**config.mk**
```make
export PLATFORM = sky130hd
export DESIGN_NAME = mainfsm_mc
export DESIGN_NICKNAME = d
export VERILOG_FILES = /design/src/rtl/mainfsm_mc_pkg.sv /design/src/rtl/mainfsm_mc_counter.sv /design/src/rtl/mainfsm_mc.sv
export SDC_FILE = /design/constraint.sdc
export NUM_CORES = 1
export LEC_CHECK = 0
export BUFFER_PORTS_ARGS = -buffer_cell sky130_fd_sc_hd__buf_2
export CAP_MARGIN = 20
export CORE_MARGIN = 2
export CORE_UTILIZATION = 30
export DETAILED_ROUTE_END_ITERATION = 10
export SYNTH_ARGS = -nofsm -noshare
export SYNTH_HDL_FRONTEND = slang
export SYNTH_SLANG_ARGS = --single-unit
```
**constraint.sdc**
```tcl
create_clock -name clk -period 3.9 [get_ports clk]
set_input_delay 0.78 -clock clk [delete_from_list [all_inputs] [get_ports clk]]
set_output_delay 0.78 -clock clk [all_outputs]
set_load 0.05 [all_outputs]
```
**src/rtl/mainfsm_mc_pkg.sv**
```systemverilog
// Shared encodings for the multicycle main FSM: state codes and datapath mux selects.
package mainfsm_mc_pkg;

  typedef logic [3:0] state_t;

  localparam logic [3:0] S_FETCH    = 4'd0;
  localparam logic [3:0] S_DECODE   = 4'd1;
  localparam logic [3:0] S_MEMADR   = 4'd2;
  localparam logic [3:0] S_MEMRD    = 4'd3;
  localparam logic [3:0] S_MEMWB    = 4'd4;
  localparam logic [3:0] S_MEMWR    = 4'd5;
  localparam logic [3:0] S_EXECUTER = 4'd6;
  localparam logic [3:0] S_EXECUTEI = 4'd7;
  localparam logic [3:0] S_ALUWB    = 4'd8;
  localparam logic [3:0] S_BRANCH   = 4'd9;
  localparam logic [3:0] S_UNKNOWN  = 4'd10;
  localparam logic [3:0] S_MULEX    = 4'd11;
  localparam logic [3:0] S_BLINK    = 4'd12;

  localparam logic [1:0] RES_ALUOUT = 2'b00;
  localparam logic [1:0] RES_DATA   = 2'b01;
  localparam logic [1:0] RES_ALURES = 2'b10;
  localparam logic [1:0] RES_MUL    = 2'b11;

  localparam logic [1:0] SRCA_REG   = 2'b00;
  localparam logic [1:0] SRCA_PC    = 2'b01;
  localparam logic [1:0] SRCA_ALT   = 2'b10;

  localparam logic [1:0] SRCB_REG   = 2'b00;
  localparam logic [1:0] SRCB_IMM   = 2'b01;
  localparam logic [1:0] SRCB_FOUR  = 2'b10;
  localparam logic [1:0] SRCB_ZERO  = 2'b11;

endpackage

```
**src/rtl/mainfsm_mc_counter.sv**
```systemverilog
// Loadable down-counter that saturates at zero; times the multiply execute state.
module mc_down_counter #(
  parameter int CNT_W = 3
) (
  input  logic             clk,
  input  logic             reset,
  input  logic             load,
  input  logic [CNT_W-1:0] load_val,
  input  logic             dec,
  output logic [CNT_W-1:0] count,
  output logic             zero
);

  assign zero = (count == '0);

  always_ff @(posedge clk or posedge reset) begin
    if (reset)
      count <= '0;
    else if (load)
      count <= load_val;
    else if (dec && !zero)
      count <= count - 1'b1;
  end

endmodule

```
**src/rtl/mainfsm_mc.sv**
```systemverilog
// Multicycle main control FSM with memory handshake, multi-cycle multiply and branch-with-link.
module mainfsm_mc
  import mainfsm_mc_pkg::*;
#(
  parameter int MUL_LATENCY = 4,
  parameter int CNT_W       = $clog2(MUL_LATENCY + 1)
) (
  input  logic       clk,
  input  logic       reset,
  input  logic [1:0] Op,
  input  logic [5:0] Funct,
  input  logic       IsMul,
  input  logic       MemReady,
  output logic       MemReq,
  output logic       MemW,
  output logic       IRWrite,
  output logic       NextPC,
  output logic       RegW,
  output logic       Branch,
  output logic       ALUOp,
  output logic       AdrSrc,
  output logic [1:0] ALUSrcA,
  output logic [1:0] ALUSrcB,
  output logic [1:0] ResultSrc,
  output logic       MulStart,
  output logic       LinkW,
  output logic       Illegal,
  output logic [3:0] StateDbg
);

  state_t           state, state_nxt;
  logic             mul_flag;
  logic             mul_load, mul_dec, mul_zero;
  logic [CNT_W-1:0] mul_cnt;
  logic             unused_funct;

  assign unused_funct = ^Funct[3:1];

  always_comb begin
    state_nxt = S_FETCH;
    case (state)
      S_FETCH:    state_nxt = MemReady ? S_DECODE : S_FETCH;
      S_DECODE: begin
        case (Op)
          2'b00:   state_nxt = IsMul ? S_MULEX : (Funct[5] ? S_EXECUTEI : S_EXECUTER);
          2'b01:   state_nxt = S_MEMADR;
          2'b10:   state_nxt = Funct[4] ? S_BLINK : S_BRANCH;
          default: state_nxt = S_UNKNOWN;
        endcase
      end
      S_EXECUTER: state_nxt = S_ALUWB;
      S_EXECUTEI: state_nxt = S_ALUWB;
      S_MULEX:    state_nxt = mul_zero ? S_ALUWB : S_MULEX;
      S_MEMADR:   state_nxt = Funct[0] ? S_MEMRD : S_MEMWR;
      S_MEMRD:    state_nxt = MemReady ? S_MEMWB : S_MEMRD;
      S_MEMWR:    state_nxt = MemReady ? S_FETCH : S_MEMWR;
      S_BLINK:    state_nxt = S_BRANCH;
      default:    state_nxt = S_FETCH;
    endcase
  end

  always_ff @(posedge clk or posedge reset) begin
    if (reset)
      state <= S_FETCH;
    else
      state <= state_nxt;
  end

  // Remembers that the coming ALUWB writes back the multiplier result.
  always_ff @(posedge clk or posedge reset) begin
    if (reset)
      mul_flag <= 1'b0;
    else if (state == S_FETCH)
      mul_flag <= 1'b0;
    else if (state == S_MULEX && mul_zero)
      mul_flag <= 1'b1;
  end

  assign mul_load = (state == S_DECODE) && (state_nxt == S_MULEX);
  assign mul_dec  = (state == S_MULEX);

  mc_down_counter #(.CNT_W(CNT_W)) u_mul_cnt (
    .clk      (clk),
    .reset    (reset),
    .load     (mul_load),
    .load_val (CNT_W'(MUL_LATENCY - 1)),
    .dec      (mul_dec),
    .count    (mul_cnt),
    .zero     (mul_zero)
  );

  // Enables are gated by reset so nothing reaches memory or the register file while it is held.
  always_comb begin
    MemReq    = 1'b0;
    MemW      = 1'b0;
    IRWrite   = 1'b0;
    NextPC    = 1'b0;
    RegW      = 1'b0;
    Branch    = 1'b0;
    ALUOp     = 1'b0;
    AdrSrc    = 1'b0;
    ALUSrcA   = SRCA_REG;
    ALUSrcB   = SRCB_REG;
    ResultSrc = RES_ALUOUT;
    MulStart  = 1'b0;
    LinkW     = 1'b0;
    Illegal   = 1'b0;
    case (state)
      S_FETCH: begin
        MemReq    = 1'b1;
        IRWrite   = MemReady;
        NextPC    = MemReady;
        ALUSrcA   = SRCA_PC;
        ALUSrcB   = SRCB_FOUR;
        ResultSrc = RES_ALURES;
      end
      S_DECODE: begin
        ALUSrcA   = SRCA_PC;
        ALUSrcB   = SRCB_FOUR;
        ResultSrc = RES_ALURES;
      end
      S_EXECUTER: ALUOp = 1'b1;
      S_EXECUTEI: begin
        ALUOp   = 1'b1;
        ALUSrcB = SRCB_IMM;
      end
      S_MULEX:  MulStart = (mul_cnt == CNT_W'(MUL_LATENCY - 1));
      S_ALUWB: begin
        RegW      = 1'b1;
        ResultSrc = mul_flag ? RES_MUL : RES_ALUOUT;
      end
      S_MEMADR: ALUSrcB = SRCB_IMM;
      S_MEMRD: begin
        MemReq = 1'b1;
        AdrSrc = 1'b1;
      end
      S_MEMWR: begin
        MemReq = 1'b1;
        MemW   = 1'b1;
        AdrSrc = 1'b1;
      end
      S_MEMWB: begin
        RegW      = 1'b1;
        ResultSrc = RES_DATA;
      end
      S_BLINK: begin
        RegW      = 1'b1;
        LinkW     = 1'b1;
        ResultSrc = RES_ALURES;
        ALUSrcA   = SRCA_PC;
        ALUSrcB   = SRCB_ZERO;
      end
      S_BRANCH: begin
        Branch    = 1'b1;
        ResultSrc = RES_ALURES;
        ALUSrcA   = SRCA_ALT;
        ALUSrcB   = SRCB_IMM;
      end
      S_UNKNOWN: Illegal = 1'b1;
      default: ;
    endcase
    if (reset) begin
      MemReq    = 1'b0;
      MemW      = 1'b0;
      IRWrite   = 1'b0;
      NextPC    = 1'b0;
      RegW      = 1'b0;
      Branch    = 1'b0;
      MulStart  = 1'b0;
      LinkW     = 1'b0;
      Illegal   = 1'b0;
      ALUOp     = 1'b0;
      AdrSrc    = 1'b0;
      ALUSrcA   = SRCA_PC;
      ALUSrcB   = SRCB_FOUR;
      ResultSrc = RES_ALURES;
    end
  end

  assign StateDbg = state;

endmodule

```
# == Word-level counts from Yosys, hierarchy flattened ==
# Index checks and enable logic that the tools add are counted.
# word_totals
regBits,8
latch_bits,0
ramBits,0
rom_bits,0
input_bits,12
out_inout_bits,21
wordCells,78
mem_count,0
# op_classes
n_addsub,1
mul,0
div,0
n_lt_le_gt_ge,0
eq_ne,16
n_shift,0
n_mux,41
n_bitwise,0
n_reduce_logical,17
# ops
operator,n
4-bit one-hot mux with 8 select lines,1
"4-bit == test, second input constant",6
1-bit two-way mux,24
3-bit two-way mux,6
"4-bit by 3-bit == test with 1-bit output, second input constant",4
2-bit one-hot mux with 3 select lines,2
4-bit one-hot mux with 3 select lines,1
3-bit OR reduction,4
2-bit two-way mux,5
"4-bit by 2-bit == test with 1-bit output, second input constant",2
2-bit OR reduction,3
"4-bit by 1-bit == test with 1-bit output, second input constant",1
4-bit zero test,1
4-bit two-way mux,1
2-bit one-hot mux with 2 select lines,1
2-bit nonzero test,2
4-bit OR reduction,1
"3-bit by 2-bit == test with 1-bit output, second input constant",1
1-bit logical AND,3
3-bit zero test,1
"3-bit by 1-bit subtractor with 3-bit output, second input constant",1
"2-bit by 1-bit == test with 1-bit output, second input constant",1
"2-bit == test, second input constant",1
2-bit zero test,1
1-bit zero test,1

# == Logic depth before layout (Yosys ltp) ==
# logic_depth
ltp_word,7
ltp_mapped,7
depth_no_buf,7

# == Cells and area by module ==
# A second synthesis with hierarchy kept.
# hier_totals
cells_unflattened,115
area_unflattened_um2,859.6
# modules_own_cells
module,instances,cells_each,area_each_um2,seq_area_each_um2
mainfsm_mc,1,95,645.6,125.1
mc_down_counter,1,20,214.0,75.1

# == Worst setup path before layout ==
# Ideal clock, no wire load.
# synth_timing
kind,register -> output
start,register state[0] (netlist: StateDbg[0])
end,output port MulStart
arrival_ns,2.669
required_time_ns,3.120
slack_ns,0.451
path_stages_with_launch,5
path_buffers,2
path_cell_list,dfrtp_1 > buf_2 > clkbuf_1 > nand2_1 > nor4_1
# synth_between
elab_chain_len,3
# synth_rtl
element,line_no,rtl
start: declaration,mainfsm_mc.sv:31,"state_t state, state_nxt;"
start signal: assignment,mainfsm_mc.sv:66,state <= state_nxt;
4-bit == test,mainfsm_mc.sv:108,case (state)
1-bit two-way mux,mainfsm_mc.sv:108,
1-bit two-way mux,mainfsm_mc.sv:162,if (reset) begin
end: declaration,mainfsm_mc.sv:25,"output logic MulStart,"
# Every way passes these cells.

# == Worst setup path in the final report ==
# layout_timing
start,register state[0] (netlist: StateDbg[0])
end,output port ResultSrc[1]
# layout_between
elab_chain_len,4
elab_cells_between_ends,9
cone_classes,5 x eq/ne; 2 x mux; 2 x reduce/logical
# layout_rtl
element,line_no,rtl
4-bit by 1-bit == test with 1-bit output (tied with other cells),mainfsm_mc.sv:108,
4-bit OR reduction (no source line),n/a,
2-bit one-hot mux with 3 select lines *,mainfsm_mc.sv:108,
2-bit two-way mux *,mainfsm_mc.sv:162,
end: declaration,mainfsm_mc.sv:24,"output logic [1:0] ResultSrc,"
# Every way passes the cells marked *; elsewhere a longest branch is shown, timed or not.

==> impl_metrics.csv <==
group,metric,value,unit
critical_path,critPathKind,"flip-flop to output port",
sta,final.hold.worst_slack,562,ps
cells_and_area,fill_cells,290,
sta,timing_max_transition_violations_final,0,
logic_synthesis,post_synth_xor_area_fraction,2.04,%
floorplan,num_rows,19,
logic_synthesis,synth_area_leader_cell,"dfrtp_1",
power_and_ir_drop,seq_pwr_share,26.0,%
floorplan,die-width,57.5,µm
sta,fin_crit,2710,ps
cells_and_area,drive_above_1_share,31.9,%
detailed_routing,route.final.wire_length,2.07,mm
floorplan,floorplan.die_area,0.00330,mm²
critical_path,start_kind,"flip-flop",
critical_path,critPathArrivalTime,1930,ps
logic_synthesis,synth-async-reset-ratio,100,%
floorplan,placeable_core_region,0.00273,mm²
sta,layout_setup_ws,1190,ps
clocking,clock_path_buffers,2,
sta,final.period_utilization,69.5,%
critical_path,critical_path.slowest_cell,"dfrtp_1",
logic_synthesis,top_ff_cell_synth,"dfrtp_1",
cells_and_area,layout.nets,152,
critical_path,worst_ep_required_time,3120,ps
critical_path,timing.critical_path.to_type,"output port",
logic_synthesis,largest_family_of_logic_cells_by_synthesized_area,"simple AND/OR/NAND/NOR gates",
grt,grt_pass1_wl,3.37,mm
critical_path,rr_worst_depth,4,
sta,timing.clock.skew,2.61,ps
power_and_ir_drop,pwr-share-clk,8.2,%
clocking,clock_tree_from_tritoncts,"done",
grt,antenna_found_initial,0,
cells_and_area,diodes_inserted,0,
clocking,cts.clk_slew.worst_paths,60,ps
logic_synthesis,netlist_instances,113,
sta,timing_worst_slew_pin_value,621,ps
detailed_routing,drt-wirelength-per-cell,12.5,µm
power_and_ir_drop,power.combinational.fraction,65.9,%
critical_path,timing.critical_path.max_delay_family,"flip-flops",
logic_synthesis,post_synth_main_area_contributors,"dfrtp_1, ha_1, inv_1, nand2_1, nor3_1",
sta,worst_slew_margin_rel,58.6,%
clocking,clockRootBuffer,"clkbuf_4",
clocking,postCtsHoldBufs,0,
critical_path,crit_buf_inv,1,
detailed_routing,remaining_drc_errors,0,
detailed_routing,drt.antenna.violating_nets,0,
detailed_routing,vias_per_cell,5.26,
clocking,cts_setup_buffers,0,
run,max_cap_viol_count,0,
grt,number_of_global_route_vias_before_repair,823,
logic_synthesis,ys_seq_area_share,23.4,%
detailed_routing,number_of_iterations_in_the_first_detailed_routing_pass,4,
logic_synthesis,post_synthesis_cell_area,857,µm²
detailed_routing,drtIter0Drc,13,
min_path,min_from,"mul_flag",
power_and_ir_drop,power.switching,0.000469,W
critical_path,critical_path.max_fanout,21,
floorplan,floorplan.initialDensity,31.4,%
logic_synthesis,yosysWarningCount,0,
clocking,h-tree-depth,1,
sta,grt_setup_unrepaired,"no",
logic_synthesis,synth.distinct_cells,39,
logic_synthesis,synth_compound_area_share,19.4,%
power_and_ir_drop,ir_worst_vdd,0.348,mV
cells_and_area,final_cell_mix,"buf_2, nand2_1, inv_1",
logic_synthesis,post_synth_and_or_nand_nor_area_fraction,35.3,%
sta,final.setup.tns,0,ps
placed_design,setup_ws_pre_cts,1390,ps
power_and_ir_drop,leakagePower,0.507,nW
power_and_ir_drop,power-per-cell-area,779,mW/mm²
min_path,timing.hold.worst.class,"flip-flop to flip-flop",
logic_synthesis,synth_top_area_share,23.4,%
sta,timing.final.hold_violations,0,
floorplan,io-pin-count,33,
min_path,worst_hold_endpoint,"mul_flag",
logic_synthesis,synth_fp_nets,128,
floorplan,chipHeight,57.5,µm
run_status,run_status,"completed",
grt,overflow,0,
placed_design,io_buffers,29,
clocking,cts_sinks,8,
critical_path,r2r_setup_slack,1920,ps
placed_design,place.gp.congestion,0.778,
power_and_ir_drop,internal-power,0.000319,W
min_path,holdPathStages,2,
detailed_routing,routed-via-count,873,
clocking,cts_buffers,3,
logic_synthesis,post_synth_mux_area_share,4.96,%
sta,max_freq,369,MHz
critical_path,worstPathCellList,"nand2b_1 > nor3_1 > a211o_1 > nand2_1 > buf_2",
critical_path,worst_path_largest_cell_delay,720,ps
clocking,cts_resized,0,
logic_synthesis,synth-edff-count,0,
grt,grt_max_degree,23,
cells_and_area,final_cells,166,
logic_synthesis,number_of_synthesized_register_bits,8,
clocking,clock_insertion_delay_worst_skew,250,ps
power_and_ir_drop,finalPower,0.000787,W
placed_design,place_hpwl,1.55,mm
critical_path,launch_point_of_the_worst_reg_to_reg_path,"StateDbg[0]",
logic_synthesis,area_share_of_fa_ha_maj_cells_after_synthesis,4.38,%
sta,setup_viol,0,
placed_design,place.detailed.instances,163,
grt,grt_util_overall,12.9,%
critical_path,worstReg2RegEnd,"u_mul_cnt.count[2]",
cells_and_area,flow.area_growth_from_synthesis,18.0,%
power_and_ir_drop,netSwitchingFraction,59.5,%
logic_synthesis,post_synth.cell_area_avg,7.58,µm²
cells_and_area,commonest_non_fill_non_tap_cell_in_the_layout,"buf_2",
metal layers:
layer | up-vias | wire [µm] | part of all wire (%) | GRT usage (%)
met5 | - | 0 | 0 | 0
met4 | 0 | 27 | 1.3 | 7.64
met3 | 2 | 41 | 2.0 | 0.680
met2 | 17 | 1080 | 52 | 23.2
met1 | 413 | 926 | 45 | 15.0
li1 | 441 | - | - | -
logic make-up (layout without fill, tap and decap cells):
group / count (synthesis) / after routing
adder cells (fa/ha/maj): 3 / 3
AO/OA/AOI/OAI: 25 / 25
multiplexers: 4 / 4
flip-flops: 8 / 8
XOR/XNOR: 2 / 2
buffers and inverters: 20 / 42
AND/OR/NAND/NOR: 51 / 51
how the worst max path moves through the flow:
stage | start | endpoint | depth (start not counted)
detailed placement | reset | ResultSrc[0] | 4
global placement | StateDbg[0] | ResultSrc[1] | 5
finish | StateDbg[0] | ResultSrc[1] | 5
global route | StateDbg[0] | ResultSrc[1] | 5
CTS | StateDbg[0] | ResultSrc[1] | 5
floorplan | StateDbg[0] | MulStart | 4
Yosys cell counts (4+ instances only):
master	count
inv_1	10
nand2_1	10
dfrtp_1	8
nor2_1	7
nor3_1	7
o21ai_0	7
a21oi_1	6
and3_1	4
nand2b_1	4
power groups by stage:
stage | registers [W] | logic, W | clock network [W]
2_1_floorplan | 0.000187 | 0.000450 | 0
5_1_grt | 0.000216 | 0.000563 | 0.0000709
3_5_place_dp | 0.000206 | 0.000522 | 0
3_3_place_gp | 0.000204 | 0.000513 | 0
6_report | 0.000204 | 0.000519 | 0.0000643
4_1_cts | 0.000205 | 0.000523 | 0.0000656
registers in the layout (all words and copies together) (netlist names):
register / flops
u_mul_cnt.count: 3
mul_flag: 1
StateDbg: 4
metrics by stage:
| stage | util, % | area, µm² |
|---|---|---|
| 2_1_floorplan | - | 857 |
| 3_3_place_gp | 36.2 | 988 |
| 3_5_place_dp | 36.2 | 988 |
| 4_1_cts | 37.0 | 1010 |
| 5_1_grt | 37.0 | 1010 |
| 6_report | 37.0 | 1010 |
final cells by class:
class | count | area, µm² | share of cell area (%)
repair buffers | 29 | 145 | 14.4
flip-flops and latches | 8 | 200 | 19.8
multi-input cells | 85 | 567 | 56.1
well taps | 31 | 38.8 | 3.84
inverters | 10 | 37.5 | 3.71
clock buffers | 3 | 22.5 | 2.23
worst min-delay path: stages (launching register included):
cell     delay (ps)
dfrtp_1         380
o31ai_1          80
nand2_1          60
(Power assumes the default switching activity.)
